**src/rtl/vco_freq_lock_ctrl_if.sv**
```systemverilog
// vco_freq_lock_ctrl_if: config and status bundle between the system and the VCO lock controller
interface vco_freq_lock_ctrl_if #(
  parameter int RESOLUTION_BITS = 30,
  parameter int COUNT_BITS = 16
);
  logic en_i;
  logic [COUNT_BITS-1:0] target_count_i;
  logic [RESOLUTION_BITS-1:0] voltage_ctrl_o;
  logic [COUNT_BITS-1:0] meas_count_o;
  logic meas_valid_o;
  logic locked_o;
  logic busy_o;
  modport master (
    output en_i, target_count_i,
    input voltage_ctrl_o, meas_count_o, meas_valid_o, locked_o, busy_o
  );
  modport slave (
    input en_i, target_count_i,
    output voltage_ctrl_o, meas_count_o, meas_valid_o, locked_o, busy_o
  );
endinterface

```
**src/rtl/vco_freq_lock_ctrl.sv**
```systemverilog
// vco_freq_lock_ctrl: counts VCO edges per window and steers the control word by halving-step search, then tracks
module vco_freq_lock_ctrl #(
  parameter int RESOLUTION_BITS = 30,
  parameter int COUNT_BITS = 16,
  parameter int WINDOW_CYCLES = 1024,
  parameter int SETTLE_CYCLES = 16,
  parameter longint unsigned INIT_STEP = 2**(RESOLUTION_BITS-2),
  parameter int TOLERANCE = 1,
  parameter int LOCK_WINDOWS = 4
) (
  input logic clk_i,
  input logic arst_ni,
  input logic vco_clk_i,
  vco_freq_lock_ctrl_if.slave bus
);
  localparam int CYC_W = $clog2(WINDOW_CYCLES > SETTLE_CYCLES ? WINDOW_CYCLES : SETTLE_CYCLES);
  localparam int IB_W = $clog2(LOCK_WINDOWS + 1);
  localparam int ERR_W = COUNT_BITS + 1;
  localparam logic [CYC_W-1:0] SETTLE_LAST = CYC_W'(SETTLE_CYCLES - 1);
  localparam logic [CYC_W-1:0] WINDOW_LAST = CYC_W'(WINDOW_CYCLES - 1);
  localparam logic [IB_W-1:0] LOCK_N = IB_W'(LOCK_WINDOWS);
  localparam logic signed [ERR_W-1:0] TOL = ERR_W'(TOLERANCE);
  localparam logic [RESOLUTION_BITS-1:0] STEP_INIT = RESOLUTION_BITS'(INIT_STEP);
  localparam logic [RESOLUTION_BITS-1:0] STEP_MIN = RESOLUTION_BITS'(1);
  typedef enum logic [1:0] {IDLE, SETTLE, MEASURE, ADJUST} state_t;
  typedef enum logic [1:0] {DIR_NONE, DIR_UP, DIR_DN} dir_t;
  state_t state_q, state_d;
  dir_t dir_q, dir_d;
  logic [1:0] sync_q, sync_d;
  logic prev_q, prev_d;
  logic [CYC_W-1:0] cnt_q, cnt_d;
  logic [COUNT_BITS-1:0] edge_q, edge_d, target_q, target_d, meas_q, meas_d;
  logic [RESOLUTION_BITS-1:0] ctrl_q, ctrl_d, step_q, step_d;
  logic [IB_W-1:0] inband_q, inband_d;
  logic valid_q, valid_d, locked_q, locked_d, busy_q, busy_d;
  logic edge_pulse, in_band, too_low, reverse;
  logic [COUNT_BITS-1:0] edge_sum;
  logic signed [ERR_W-1:0] err;
  logic [RESOLUTION_BITS-1:0] step_half, step_use, ctrl_up, ctrl_dn;
  logic [RESOLUTION_BITS:0] sum_up;
  logic [IB_W-1:0] inband_inc;
  assign edge_pulse = sync_q[1] & ~prev_q;
  assign edge_sum = &edge_q ? edge_q : edge_q + COUNT_BITS'(edge_pulse);
  assign err = $signed({1'b0, meas_q}) - $signed({1'b0, target_q});
  assign in_band = err <= TOL && err >= -TOL;
  assign too_low = err < -TOL;
  assign reverse = too_low ? dir_q == DIR_DN : dir_q == DIR_UP;
  assign step_half = step_q[RESOLUTION_BITS-1:1] == '0 ? STEP_MIN : step_q >> 1;
  // losing lock means the loop was already close: track in unit steps instead of re-searching
  assign step_use = locked_q ? STEP_MIN : reverse ? step_half : step_q;
  assign sum_up = {1'b0, ctrl_q} + {1'b0, step_use};
  assign ctrl_up = sum_up[RESOLUTION_BITS] ? '1 : sum_up[RESOLUTION_BITS-1:0];
  assign ctrl_dn = step_use > ctrl_q ? '0 : ctrl_q - step_use;
  assign inband_inc = inband_q == LOCK_N ? inband_q : inband_q + 1'b1;
  always_comb begin
    state_d = state_q;
    dir_d = dir_q;
    sync_d = {sync_q[0], vco_clk_i};
    prev_d = sync_q[1];
    cnt_d = cnt_q + 1'b1;
    edge_d = edge_q;
    target_d = target_q;
    meas_d = meas_q;
    ctrl_d = ctrl_q;
    step_d = step_q;
    inband_d = inband_q;
    valid_d = 1'b0;
    locked_d = locked_q;
    if (!bus.en_i) begin
      state_d = IDLE;
      locked_d = 1'b0;
    end else begin
      case (state_q)
        IDLE: begin
          state_d = SETTLE;
          cnt_d = '0;
          step_d = STEP_INIT;
          dir_d = DIR_NONE;
          inband_d = '0;
        end
        SETTLE: if (cnt_q == SETTLE_LAST) begin
          state_d = MEASURE;
          cnt_d = '0;
          edge_d = '0;
          target_d = bus.target_count_i;
        end
        MEASURE: begin
          edge_d = edge_sum;
          if (cnt_q == WINDOW_LAST) begin
            meas_d = edge_sum;
            valid_d = 1'b1;
            state_d = ADJUST;
          end
        end
        default: if (in_band) begin
          inband_d = inband_inc;
          locked_d = locked_q | (inband_inc == LOCK_N);
          state_d = MEASURE;
          cnt_d = '0;
          edge_d = '0;
          target_d = bus.target_count_i;
        end else begin
          dir_d = too_low ? DIR_UP : DIR_DN;
          step_d = step_use;
          ctrl_d = too_low ? ctrl_up : ctrl_dn;
          inband_d = '0;
          locked_d = 1'b0;
          state_d = SETTLE;
          cnt_d = '0;
        end
      endcase
    end
    busy_d = state_d != IDLE;
  end
  always_ff @(posedge clk_i or negedge arst_ni)
    if (!arst_ni) begin
      state_q <= IDLE;
      dir_q <= DIR_NONE;
      sync_q <= '0;
      prev_q <= 1'b0;
      cnt_q <= '0;
      edge_q <= '0;
      target_q <= '0;
      meas_q <= '0;
      ctrl_q <= '0;
      step_q <= STEP_INIT;
      inband_q <= '0;
      valid_q <= 1'b0;
      locked_q <= 1'b0;
      busy_q <= 1'b0;
    end else begin
      state_q <= state_d;
      dir_q <= dir_d;
      sync_q <= sync_d;
      prev_q <= prev_d;
      cnt_q <= cnt_d;
      edge_q <= edge_d;
      target_q <= target_d;
      meas_q <= meas_d;
      ctrl_q <= ctrl_d;
      step_q <= step_d;
      inband_q <= inband_d;
      valid_q <= valid_d;
      locked_q <= locked_d;
      busy_q <= busy_d;
    end
  assign bus.voltage_ctrl_o = ctrl_q;
  assign bus.meas_count_o = meas_q;
  assign bus.meas_valid_o = valid_q;
  assign bus.locked_o = locked_q;
  assign bus.busy_o = busy_q;
endmodule

```
**src/flat_wrapper.sv**
```systemverilog
// flat-port wrapper written by rule: the top's interface ports become plain ports
module vco_freq_lock_ctrl_flat 
#(
  parameter int RESOLUTION_BITS = 30,
  parameter int COUNT_BITS = 16,
  parameter int WINDOW_CYCLES = 1024,
  parameter int SETTLE_CYCLES = 16,
  parameter longint unsigned INIT_STEP = 2**(RESOLUTION_BITS-2),
  parameter int TOLERANCE = 1,
  parameter int LOCK_WINDOWS = 4
)
  (clk_i, arst_ni, vco_clk_i, bus_en_i, bus_target_count_i, bus_voltage_ctrl_o, bus_meas_count_o, bus_meas_valid_o, bus_locked_o, bus_busy_o);
  vco_freq_lock_ctrl_if #(.RESOLUTION_BITS(RESOLUTION_BITS), .COUNT_BITS(COUNT_BITS)) bus_i ();
  input logic clk_i;
  input logic arst_ni;
  input logic vco_clk_i;
  input wire logic [$bits(bus_i.en_i)-1:0] bus_en_i;
  input wire logic [$bits(bus_i.target_count_i)-1:0] bus_target_count_i;
  output wire logic [$bits(bus_i.voltage_ctrl_o)-1:0] bus_voltage_ctrl_o;
  output wire logic [$bits(bus_i.meas_count_o)-1:0] bus_meas_count_o;
  output wire logic [$bits(bus_i.meas_valid_o)-1:0] bus_meas_valid_o;
  output wire logic [$bits(bus_i.locked_o)-1:0] bus_locked_o;
  output wire logic [$bits(bus_i.busy_o)-1:0] bus_busy_o;
  assign bus_i.en_i = bus_en_i;
  assign bus_i.target_count_i = bus_target_count_i;
  assign bus_voltage_ctrl_o = bus_i.voltage_ctrl_o;
  assign bus_meas_count_o = bus_i.meas_count_o;
  assign bus_meas_valid_o = bus_i.meas_valid_o;
  assign bus_locked_o = bus_i.locked_o;
  assign bus_busy_o = bus_i.busy_o;
  vco_freq_lock_ctrl #(.RESOLUTION_BITS(RESOLUTION_BITS), .COUNT_BITS(COUNT_BITS), .WINDOW_CYCLES(WINDOW_CYCLES), .SETTLE_CYCLES(SETTLE_CYCLES), .INIT_STEP(INIT_STEP), .TOLERANCE(TOLERANCE), .LOCK_WINDOWS(LOCK_WINDOWS)) u_core (.clk_i(clk_i), .arst_ni(arst_ni), .vco_clk_i(vco_clk_i), .bus(bus_i));
endmodule
```
**config.mk**
```make
export PLATFORM = sky130hd
export DESIGN_NAME = vco_freq_lock_ctrl_flat
export DESIGN_NICKNAME = d
export VERILOG_FILES = /design/src/rtl/vco_freq_lock_ctrl_if.sv /design/src/rtl/vco_freq_lock_ctrl.sv /design/src/flat_wrapper.sv
export SDC_FILE = /design/constraint.sdc
export NUM_CORES = 1
export LEC_CHECK = 0
export BUFFER_PORTS_ARGS = -buffer_cell sky130_fd_sc_hd__buf_2
export CORE_MARGIN = 2
export CORE_UTILIZATION = 30
export CTS_CLUSTER_DIAMETER = 200
export DETAILED_ROUTE_END_ITERATION = 12
export PLACE_DENSITY_LB_ADDON = 0.05
export SKIP_CTS_REPAIR_TIMING = 1
export SYNTH_ARGS = -nofsm -noshare
export SYNTH_HDL_FRONTEND = slang
export SYNTH_SLANG_ARGS = --single-unit
export TNS_END_PERCENT = 5
```
**constraint.sdc**
```tcl
create_clock -name clk_i -period 6.15 [get_ports clk_i]
set_input_delay 0.9225 -clock clk_i [delete_from_list [all_inputs] [get_ports clk_i]]
set_output_delay 0.9225 -clock clk_i [all_outputs]
set_load 0.02 [all_outputs]
```
==> results of run 1 <==
[flip-flops by register name, summed over array words and instances (netlist names)]
name,count
u_core.dir_q,2
u_core.bus.busy_o,1
u_core.inband_q,3
u_core.state_q,2
u_core.bus.voltage_ctrl_o,30
u_core.bus.meas_count_o,16
u_core.sync_q,2
u_core.edge_q,16
u_core.step_q,30
u_core.prev_q,1
u_core.cnt_q,10
u_core.target_q,16
u_core.bus.meas_valid_o,1
u_core.bus.locked_o,1
[stage by stage]
| stage | TNS, ns | cell area (sq um) | instances | power [mW] |
|---|---|---|---|---|
| after floorplan | -0.2236 | 12050 | 1525 | 2.038 |
| after global placement | -8.326 | 14480 | 2247 | 2.712 |
| after detailed placement | -10.88 | 14480 | 2247 | 2.707 |
| after CTS | -12.31 | 15120 | 2279 | 3.921 |
| after global routing | -8.978 | 15430 | 2283 | 4.204 |
| final | -0.9455 | 15430 | 2283 | 3.926 |
[final cells by class]
| type | instances | area [sq um] |
|---|---|---|
| Multi-Input combinational cell | 1229 | 8422 |
| Fill cell | 4174 | 24120 |
| Timing Repair Buffer | 306 | 2212 |
| Inverter | 60 | 225.2 |
| Sequential cell | 131 | 3282 |
| Tap cell | 525 | 656.9 |
| Clock buffer | 19 | 442.9 |
| Clock inverter | 13 | 192.7 |
[Yosys cell counts (16+ instances only)]
library cell and n:
a211oi_1 25, a21o_1 51, a21oi_1 118, a31oi_1 43, and2_1 38, and3_1 59, buf_2 18, clkbuf_1 78
dfrtp_1 130, ha_1 92, inv_1 60, mux2_2 17, nand2_1 81, nand2b_1 28, nand3_1 112, nor2_1 93
nor3_1 49, nor4_1 17, o211ai_1 38, o21ai_0 106, o31ai_1 20, o41ai_1 16, or3_1 25, xnor2_1 19
xor2_1 16
[cells in the final DEF (no fill, tap or decap), types with 7 or more instances in the layout]
| cell type | Yosys | routed |
|---|---|---|
| and2_1 | 38 | 37 |
| o21bai_1 | 12 | 10 |
| nand4_1 | 15 | 15 |
| o21ai_1 | 7 | 8 |
| nand3_1 | 112 | 111 |
| o211ai_1 | 38 | 38 |
| ha_1 | 92 | 84 |
| nor3_2 | 2 | 7 |
| a21oi_1 | 118 | 112 |
| nor3_1 | 49 | 43 |
| a31oi_1 | 43 | 40 |
| nand3b_1 | 10 | 10 |
| nor4_1 | 17 | 16 |
| buf_2 | 18 | 67 |
| clkbuf_16 | 0 | 17 |
| and3_1 | 59 | 58 |
| or3_1 | 25 | 22 |
| mux2_2 | 17 | 17 |
| nor2b_1 | 12 | 12 |
| a211oi_1 | 25 | 22 |
| dfrtp_1 | 130 | 128 |
| xor2_1 | 16 | 16 |
| buf_4 | 1 | 231 |
| nor2_1 | 93 | 91 |
| a21o_1 | 51 | 51 |
| o21a_1 | 9 | 8 |
| nand2b_1 | 28 | 27 |
| or2_2 | 10 | 10 |
| xnor2_1 | 19 | 19 |
| o41ai_1 | 16 | 14 |
| o31ai_1 | 20 | 19 |
| o21ai_0 | 106 | 101 |
| nand2_1 | 81 | 79 |
| inv_1 | 60 | 60 |
[power by group through the flow]
stage / Clock (mW) / Sequential (mW) / Combinational [mW]
2_1_floorplan: 0 / 1.06 / 0.980
3_3_place_gp: 0 / 1.12 / 1.59
3_5_place_dp: 0 / 1.13 / 1.58
4_1_cts: 1.22 / 1.11 / 1.59
5_1_grt: 1.25 / 1.13 / 1.82
6_report: 1.18 / 1.11 / 1.63
[per-layer routing]
metal / track usage [%] / wire [um] / share of wire, %
met1: 32.18 / 23230 / 51
met2: 34.01 / 19920 / 44
met3: 4.767 / 1756 / 3.8
met4: 5.813 / 728 / 1.6
met5: 0 / 0 / 0
[path summary, 6_finish.rpt]
path                                            start                       endpoint  cells after the start
max                        u_core.bus.meas_count_o[0]  u_core.bus.voltage_ctrl_o[23]                     28
min                                  u_core.sync_q[0]               u_core.sync_q[1]                      0
max reg2reg                u_core.bus.meas_count_o[0]  u_core.bus.voltage_ctrl_o[23]                     28
min reg2reg                          u_core.sync_q[0]               u_core.sync_q[1]                      0
max in group asynchronous                     arst_ni  u_core.bus.voltage_ctrl_o[15]                      2
min in group asynchronous                     arst_ni                u_core.cnt_q[3]                      1
[logic make-up after synthesis]
group	Yosys count	synth area share, %
XOR/XNOR	35	2.557
adder cells (fa/ha/maj)	95	10.10
multiplexers	17	1.597
AO/OA/AOI/OAI	505	27.40
AND/OR/NAND/NOR	577	25.61
buffers and inverters	165	5.385
flip-flops	131	27.35
==> qor.yml, run 1 <==
status: "finished, violations left"
violations: "negative setup slack"
cts_tree: "built"
drcViolationCount: 0
grt_pass1_wl_mm: 71.86
vias_per_cell: 5.436
p_sw_share_pct: 37.88
utilization_pct: 39.02
cap_violations: 0
crit_path_max_incr_delay_ns: 0.55
grt_usage_pct: 22.45
synth_top_area_share_pct: 27.13
cellPowerDensity_nw_per_um2: 254.4
ys_seq_elements: 131
place_ws_ns: -0.5417
relSlewSlack_pct: 19.85
ys.flop_type: "dfrtp_1"
start_util_pct: 30.32
rrSetupSlack_ns: -0.12
finalSetupViolCount: 18
synth_area_leader_cell: "dfrtp_1"
syn-cell-area_sq_um: 11990
dieArea_sq_um: 41580
worst-path-max-fanout: 17
cp-end-kind: "flop"
cts_sinks: 131
overflow: 0
wl_per_cell_um: 19.99
num_vias: 12410
async_flop_share_pct: 100.0
p_clk_share_pct: 30.0
worst_pin_slew_ns: 1.202
timing.final.crit_share_pct: 102.0
startpoint_type: "flop"
gp_congestion: 0.8532
hpwlAfterDp_mm: 32.96
drtAntennaViolNets: 0
worstPathRequired_ns: 6.50
clk_latency_ns: 0.49
syn_inst: 1525
clockBufferDepth: 2
antenna_found_initial: 0
cts-buffers-inserted: 17
htree_levels: 4
avgSynthCellArea_sq_um: 7.862
grt_pass1_vias: 12280
drive_gt1_share_pct: 25.03
ys_seq_area_share_pct: 27.35
critPathSlowestCell: "or4_4"
min_path_type: "flop to flop"
nets: 1860
worstPathArrival_ns: 6.62
io_pins: 69
wirelength_mm: 45.64
path_buf_inv: 5
finalClockSkew_ns: 0.01204
synth-edff-count: 0
synth_nets: 1640
firstDrtPassIters: 5
p_int_mw: 2.439
peakVddDrop_uv: 158.9
critical_path_class: "flop to flop"
slew_violations: 0
power.switching_mw: 1.487
critPathTopFamily: "compound AO/OA/AOI/OAI gates"
layout_min_cycle_time_ns: 6.271
path_clk_slew_ns: 0.07
fp.dieH_um: 203.9
core-area_sq_um: 39550
rows: 73
diodes: 0
area_growth_pct: 28.72
synthDistinctLibCells: 79
grt_max_degree: 93
fmax_mhz: 159.5
ys_warn_count: 0
portBuffers: 68
p_seq_share_pct: 28.4
hold_slack_ns: 0.3467
rsz0062_at_grt: "true"
die_w_um: 203.9
yosys-top-cells-area: "dfrtp_1, ha_1, a21oi_1, nand3_1, o21ai_0"
layout_setup_ws_ns: -0.1213
cts_root_buffer: "clkbuf_16"
finalHoldViolCount: 0
p_leak_nw: 7.284
combPwrFrac_pct: 41.6
drt-initial-drc-count: 816
(Power assumes the default switching activity.)
==> inputs of run 2 (changes only) <==
Settings changed: SETUP_SLACK_MARGIN from default to 0.02.
==> run 2 against run 1 <==
  * The flow still finishes with violations (negative setup slack)
  * Via count is 0.48% higher
  * Sequential share of layout area is 0.28 points lower
  * Clock power is 9% lower
  * Cell count is 1.0% higher
  * Largest power group unchanged
==> qor.yml, run 2 (synthesis results as in run 1) <==
path_depth: 29
startpoint_type: "flop"
grt_pass1_wl_mm: 71.97
dieArea_sq_um: 41580
final_common_cell: "buf_4"
cts-buffers-inserted: 17
rr_endpoint: "u_core.bus.voltage_ctrl_o[26]"
cap_violations: 0
wl_per_cell_um: 19.65
critical_path_class: "flop to flop"
dp_cells: 2269
finalClockSkew_ns: 0.01517
status: "finished, violations left"
gp_congestion: 0.8602
worstPathArrival_ns: 6.71
violations: "negative setup slack"
peakVddDrop_uv: 149.6
drcViolationCount: 0
fin_cells: 2306
htree_levels: 4
wirelength_mm: 45.32
cts_tree: "built"
cpMostUsedCell: "buf_4"
drtAntennaViolNets: 0
grt_pass1_vias: 12240
layout_setup_ws_ns: -0.2363
r2r-start: "u_core.bus.meas_count_o[0]"
critPathSlowestCell: "or4_4"
cp-end-kind: "flop"
hpwlAfterDp_mm: 33.69
slew_violations: 0
grt_max_degree: 72
start_util_pct: 30.32
hold_depth: 0
placed_area_sq_um: 14650
cts_sinks: 131
crit_path_max_incr_delay_ns: 0.55
cts_root_buffer: "clkbuf_16"
n_fill_cell: 4069
drive_gt1_share_pct: 26.67
layout_min_cycle_time_ns: 6.386
fmax_mhz: 156.6
utilization_pct: 39.54
fp.dieH_um: 203.9
area_growth_pct: 30.41
core-area_sq_um: 39550
timing.final.crit_share_pct: 103.8
final_cell_mix: "buf_4, dfrtp_1, nand3_1"
diodes: 0
seq_area_sq_um: 3282
vias_per_cell: 5.408
hold_path_end: "u_core.sync_q[1]"
p_leak_nw: 7.460
grt_usage_pct: 22.24
clk_latency_ns: 0.46
finalHoldViolCount: 0
num_vias: 12470
worstHoldStart: "u_core.sync_q[0]"
cellPowerDensity_nw_per_um2: 245.6
multiInputGateArea_sq_um: 8499
worst-path-max-fanout: 14
min_path_type: "flop to flop"
stdcell_area_sq_um: 15640
rsz0062_at_grt: "true"
drt-initial-drc-count: 807
io_pins: 69
antenna_found_initial: 0
worst_pin_slew_ns: 1.121
finalSetupViolCount: 26
rrSetupSlack_ns: -0.24
ff2ff_path_depth: 29
power_mw: 3.840
clockBufferDepth: 2
relSlewSlack_pct: 25.20
nets: 1883
die_w_um: 203.9
critPathTopFamily: "compound AO/OA/AOI/OAI gates"
rows: 73
path_buf_inv: 6
worstPathRequired_ns: 6.48
path_clk_slew_ns: 0.07
portBuffers: 68
firstDrtPassIters: 5
overflow: 0
## run 2: cell count changes in the layout (fill, tap and decap cells not counted), moves of 6 or more
cell,previous run,this run
a21oi_2,4,10
buf_4,231,250
buf_6,2,8
o21ai_0,101,94
o41ai_1,14,6
o41ai_2,2,9
## run 2: worst max path at each step
| stage | startpoint | endpoint | slack [ns] |
|---|---|---|---|
| 2_1_floorplan | u_core.bus.meas_count_o[0] | u_core.bus.voltage_ctrl_o[17] | -0.01 |
| 3_3_place_gp | u_core.bus.meas_count_o[0] | u_core.bus.voltage_ctrl_o[29] | -0.44 |
| 3_5_place_dp | u_core.bus.meas_count_o[0] | u_core.bus.voltage_ctrl_o[29] | -0.53 |
| 4_1_cts | u_core.bus.meas_count_o[0] | u_core.bus.voltage_ctrl_o[29] | -0.61 |
| 5_1_grt | u_core.bus.meas_count_o[0] | u_core.bus.voltage_ctrl_o[26] | -0.53 |
| 6_report | u_core.bus.meas_count_o[0] | u_core.bus.voltage_ctrl_o[26] | -0.24 |
## run 2: power breakdown
part	leakage (nW)	internal [mW]	switching [mW]
Combinational	5.41	0.791	0.859
Sequential	1.75	0.958	0.157
Clock	0.294	0.614	0.460
## run 2: final cells by class
class	count	area share (%)
Sequential cell	131	20.99
Clock inverter	13	0.9442
Multi-Input combinational cell	1229	54.36
Tap cell	525	4.201
Inverter	60	1.440
Timing Repair Buffer	329	15.24
Clock buffer	19	2.833
## run 2: per-stage QoR
step,hold slack (ns),worst slack (ns),TNS (ns)
2_1_floorplan,0.3312,-0.01067,-0.06341
3_3_place_gp,0.3385,-0.4359,-8.365
3_5_place_dp,0.3381,-0.5307,-11.11
4_1_cts,0.3525,-0.6088,-12.81
5_1_grt,0.3716,-0.5255,-11.69
6_report,0.3481,-0.2363,-2.760
## run 2: per-layer routing
metal,global-route usage (%),vias to the layer above,part of all wire (%)
li1,-,6159,-
met1,31.96,6041,50
met2,35.06,228,45
met3,2.726,42,3.2
met4,5.892,0,1.6
met5,0,-,0
==> inputs of run 3 (changes only) <==
Settings changed: CORE_UTILIZATION 30 to 57, TNS_END_PERCENT 5 to 10.
==> run 3 against run 2 <==
  * The run still ends with negative setup slack left
  * Clock-buffer cell count shrank 2
  * Setup slack gained 0.16 ns
  * Fmax grew 2.6%
  * Sequential share of layout area grew 0.41 points
  * Critical endpoint is now u_core.bus.voltage_ctrl_o[22]
  * Largest cell class unchanged
==> qor.yml, run 3 (synthesis results as in run 1) <==
status: "finished, violations left"
violations: "negative setup slack"
diodes: 0
relSlewSlack_pct: 15.42
cap_violations: 0
critPathLaunch: "u_core.target_q[0]"
power_mw: 3.876
drcViolationCount: 0
cts_tree: "built"
cts_root_buffer: "clkbuf_16"
cp-end-kind: "flop"
drive_gt1_share_pct: 26.64
rows: 53
worst-path-max-fanout: 19
dieArea_sq_um: 22210
num_vias: 13000
cpMostUsedCell: "buf_6"
n_fill_cell: 1642
grt_pass1_vias: 11830
die_w_um: 149.0
firstDrtPassIters: 6
peakVddDrop_uv: 200.1
fmax_mhz: 160.7
drtAntennaViolNets: 0
clk_latency_ns: 0.44
p_leak_nw: 7.270
final_cell_mix: "buf_4, dfrtp_1, a21oi_1, nand3_1, nor2_1"
finalSetupViolCount: 4
area_growth_pct: 27.92
min_path_type: "flop to flop"
wirelength_mm: 39.80
rr_endpoint: "u_core.bus.voltage_ctrl_o[22]"
cts_sinks: 131
clockBufferDepth: 2
multiInputGateArea_sq_um: 8825
ff2ff_path_depth: 29
startpoint_type: "flop"
layout_setup_ws_ns: -0.07427
start_util_pct: 57.58
final_common_cell: "buf_4"
gp_congestion: 0.9749
portBuffers: 68
overflow: 0
critPathCapture: "u_core.bus.voltage_ctrl_o[22]"
r2r-start: "u_core.target_q[0]"
worstHoldStart: "u_core.sync_q[0]"
worst_pin_slew_ns: 1.267
antenna_found_initial: 0
critical_path_class: "flop to flop"
rsz0062_at_grt: "true"
wl_per_cell_um: 19.88
crit_path_max_incr_delay_ns: 0.55
io_pins: 69
grt_usage_pct: 34.59
hold_slack_ns: 0.3674
cellPowerDensity_nw_per_um2: 252.7
hpwlAfterDp_mm: 27.20
grt_max_degree: 93
finalHoldViolCount: 0
drt-initial-drc-count: 1221
critPathSlowestCell: "or4_4"
htree_levels: 4
rrSetupSlack_ns: -0.07
finalClockSkew_ns: 0.01616
core-area_sq_um: 20820
layout_min_cycle_time_ns: 6.224
fp.dieH_um: 149.0
timing.final.crit_share_pct: 101.2
worstPathRequired_ns: 6.47
path_clk_slew_ns: 0.07
grt_pass1_wl_mm: 61.58
slew_violations: 0
seq_area_sq_um: 3282
worstPathArrival_ns: 6.55
nets: 1829
cts-buffers-inserted: 17
vias_per_cell: 6.495
## run 3: cell count changes in the layout (fill, tap and decap cells not counted), sizes merged
cell / change
clkinv: -2
buf: -55
clkinvlp: +1
inv: +3
clkbuf: -1
## run 3: stage by stage
step,util [%],cell area [sq um],cells,TNS [ns],setup slack [ns]
after global placement,66.33,13810,1947,-1.644,-0.2500
final,73.66,15340,2002,-0.1395,-0.07427
after detailed placement,66.33,13810,1947,-3.180,-0.3635
after CTS,69.40,14450,1979,-4.344,-0.4066
after global routing,73.66,15340,2002,-3.160,-0.2242
after floorplan,-,12100,1525,0,0.005148
## run 3: critical path, delay by kind of cell (launching register included)
| family | cells | cell delay, ns |
|---|---|---|
| AO/OA/AOI/OAI | 14 | 2.37 |
| AND/OR/NAND/NOR | 5 | 1.41 |
| buffers and inverters | 6 | 0.89 |
| adder cells (fa/ha/maj) | 3 | 0.85 |
| flip-flops | 1 | 0.42 |
| XOR/XNOR | 1 | 0.14 |
## run 3: layout make-up
| cell class | count | share of cell area [%] |
|---|---|---|
| multi-input cells | 1229 | 57.53 |
| flip-flops and latches | 131 | 21.40 |
| repair buffers | 275 | 13.20 |
| clock buffers | 17 | 2.773 |
| well taps | 275 | 2.243 |
| inverters | 60 | 1.468 |
| clock inverters | 15 | 1.387 |
## run 3: how the worst min path moves through the flow
stage / to / slack, ns / depth (start not counted)
floorplan: u_core.sync_q[1] / 0.33 / 0
global placement: u_core.sync_q[1] / 0.34 / 0
detailed placement: u_core.sync_q[1] / 0.35 / 0
CTS: u_core.sync_q[1] / 0.37 / 0
global route: u_core.sync_q[1] / 0.38 / 0
finish: u_core.sync_q[1] / 0.37 / 0
## run 3: per-layer routing
layer / up-vias / routed length [um] / track usage [%]
li1: 6046 / - / -
met1: 6253 / 17470 / 50.17
met2: 607 / 18340 / 54.72
met3: 97 / 3078 / 4.404
met4: 0 / 923 / 9.000
met5: - / 0 / 0
## run 3: power by group
group	total (mW)	switching, mW	internal (mW)
logic	1.65	0.870	0.778
clock network	1.12	0.497	0.626
registers	1.10	0.146	0.958
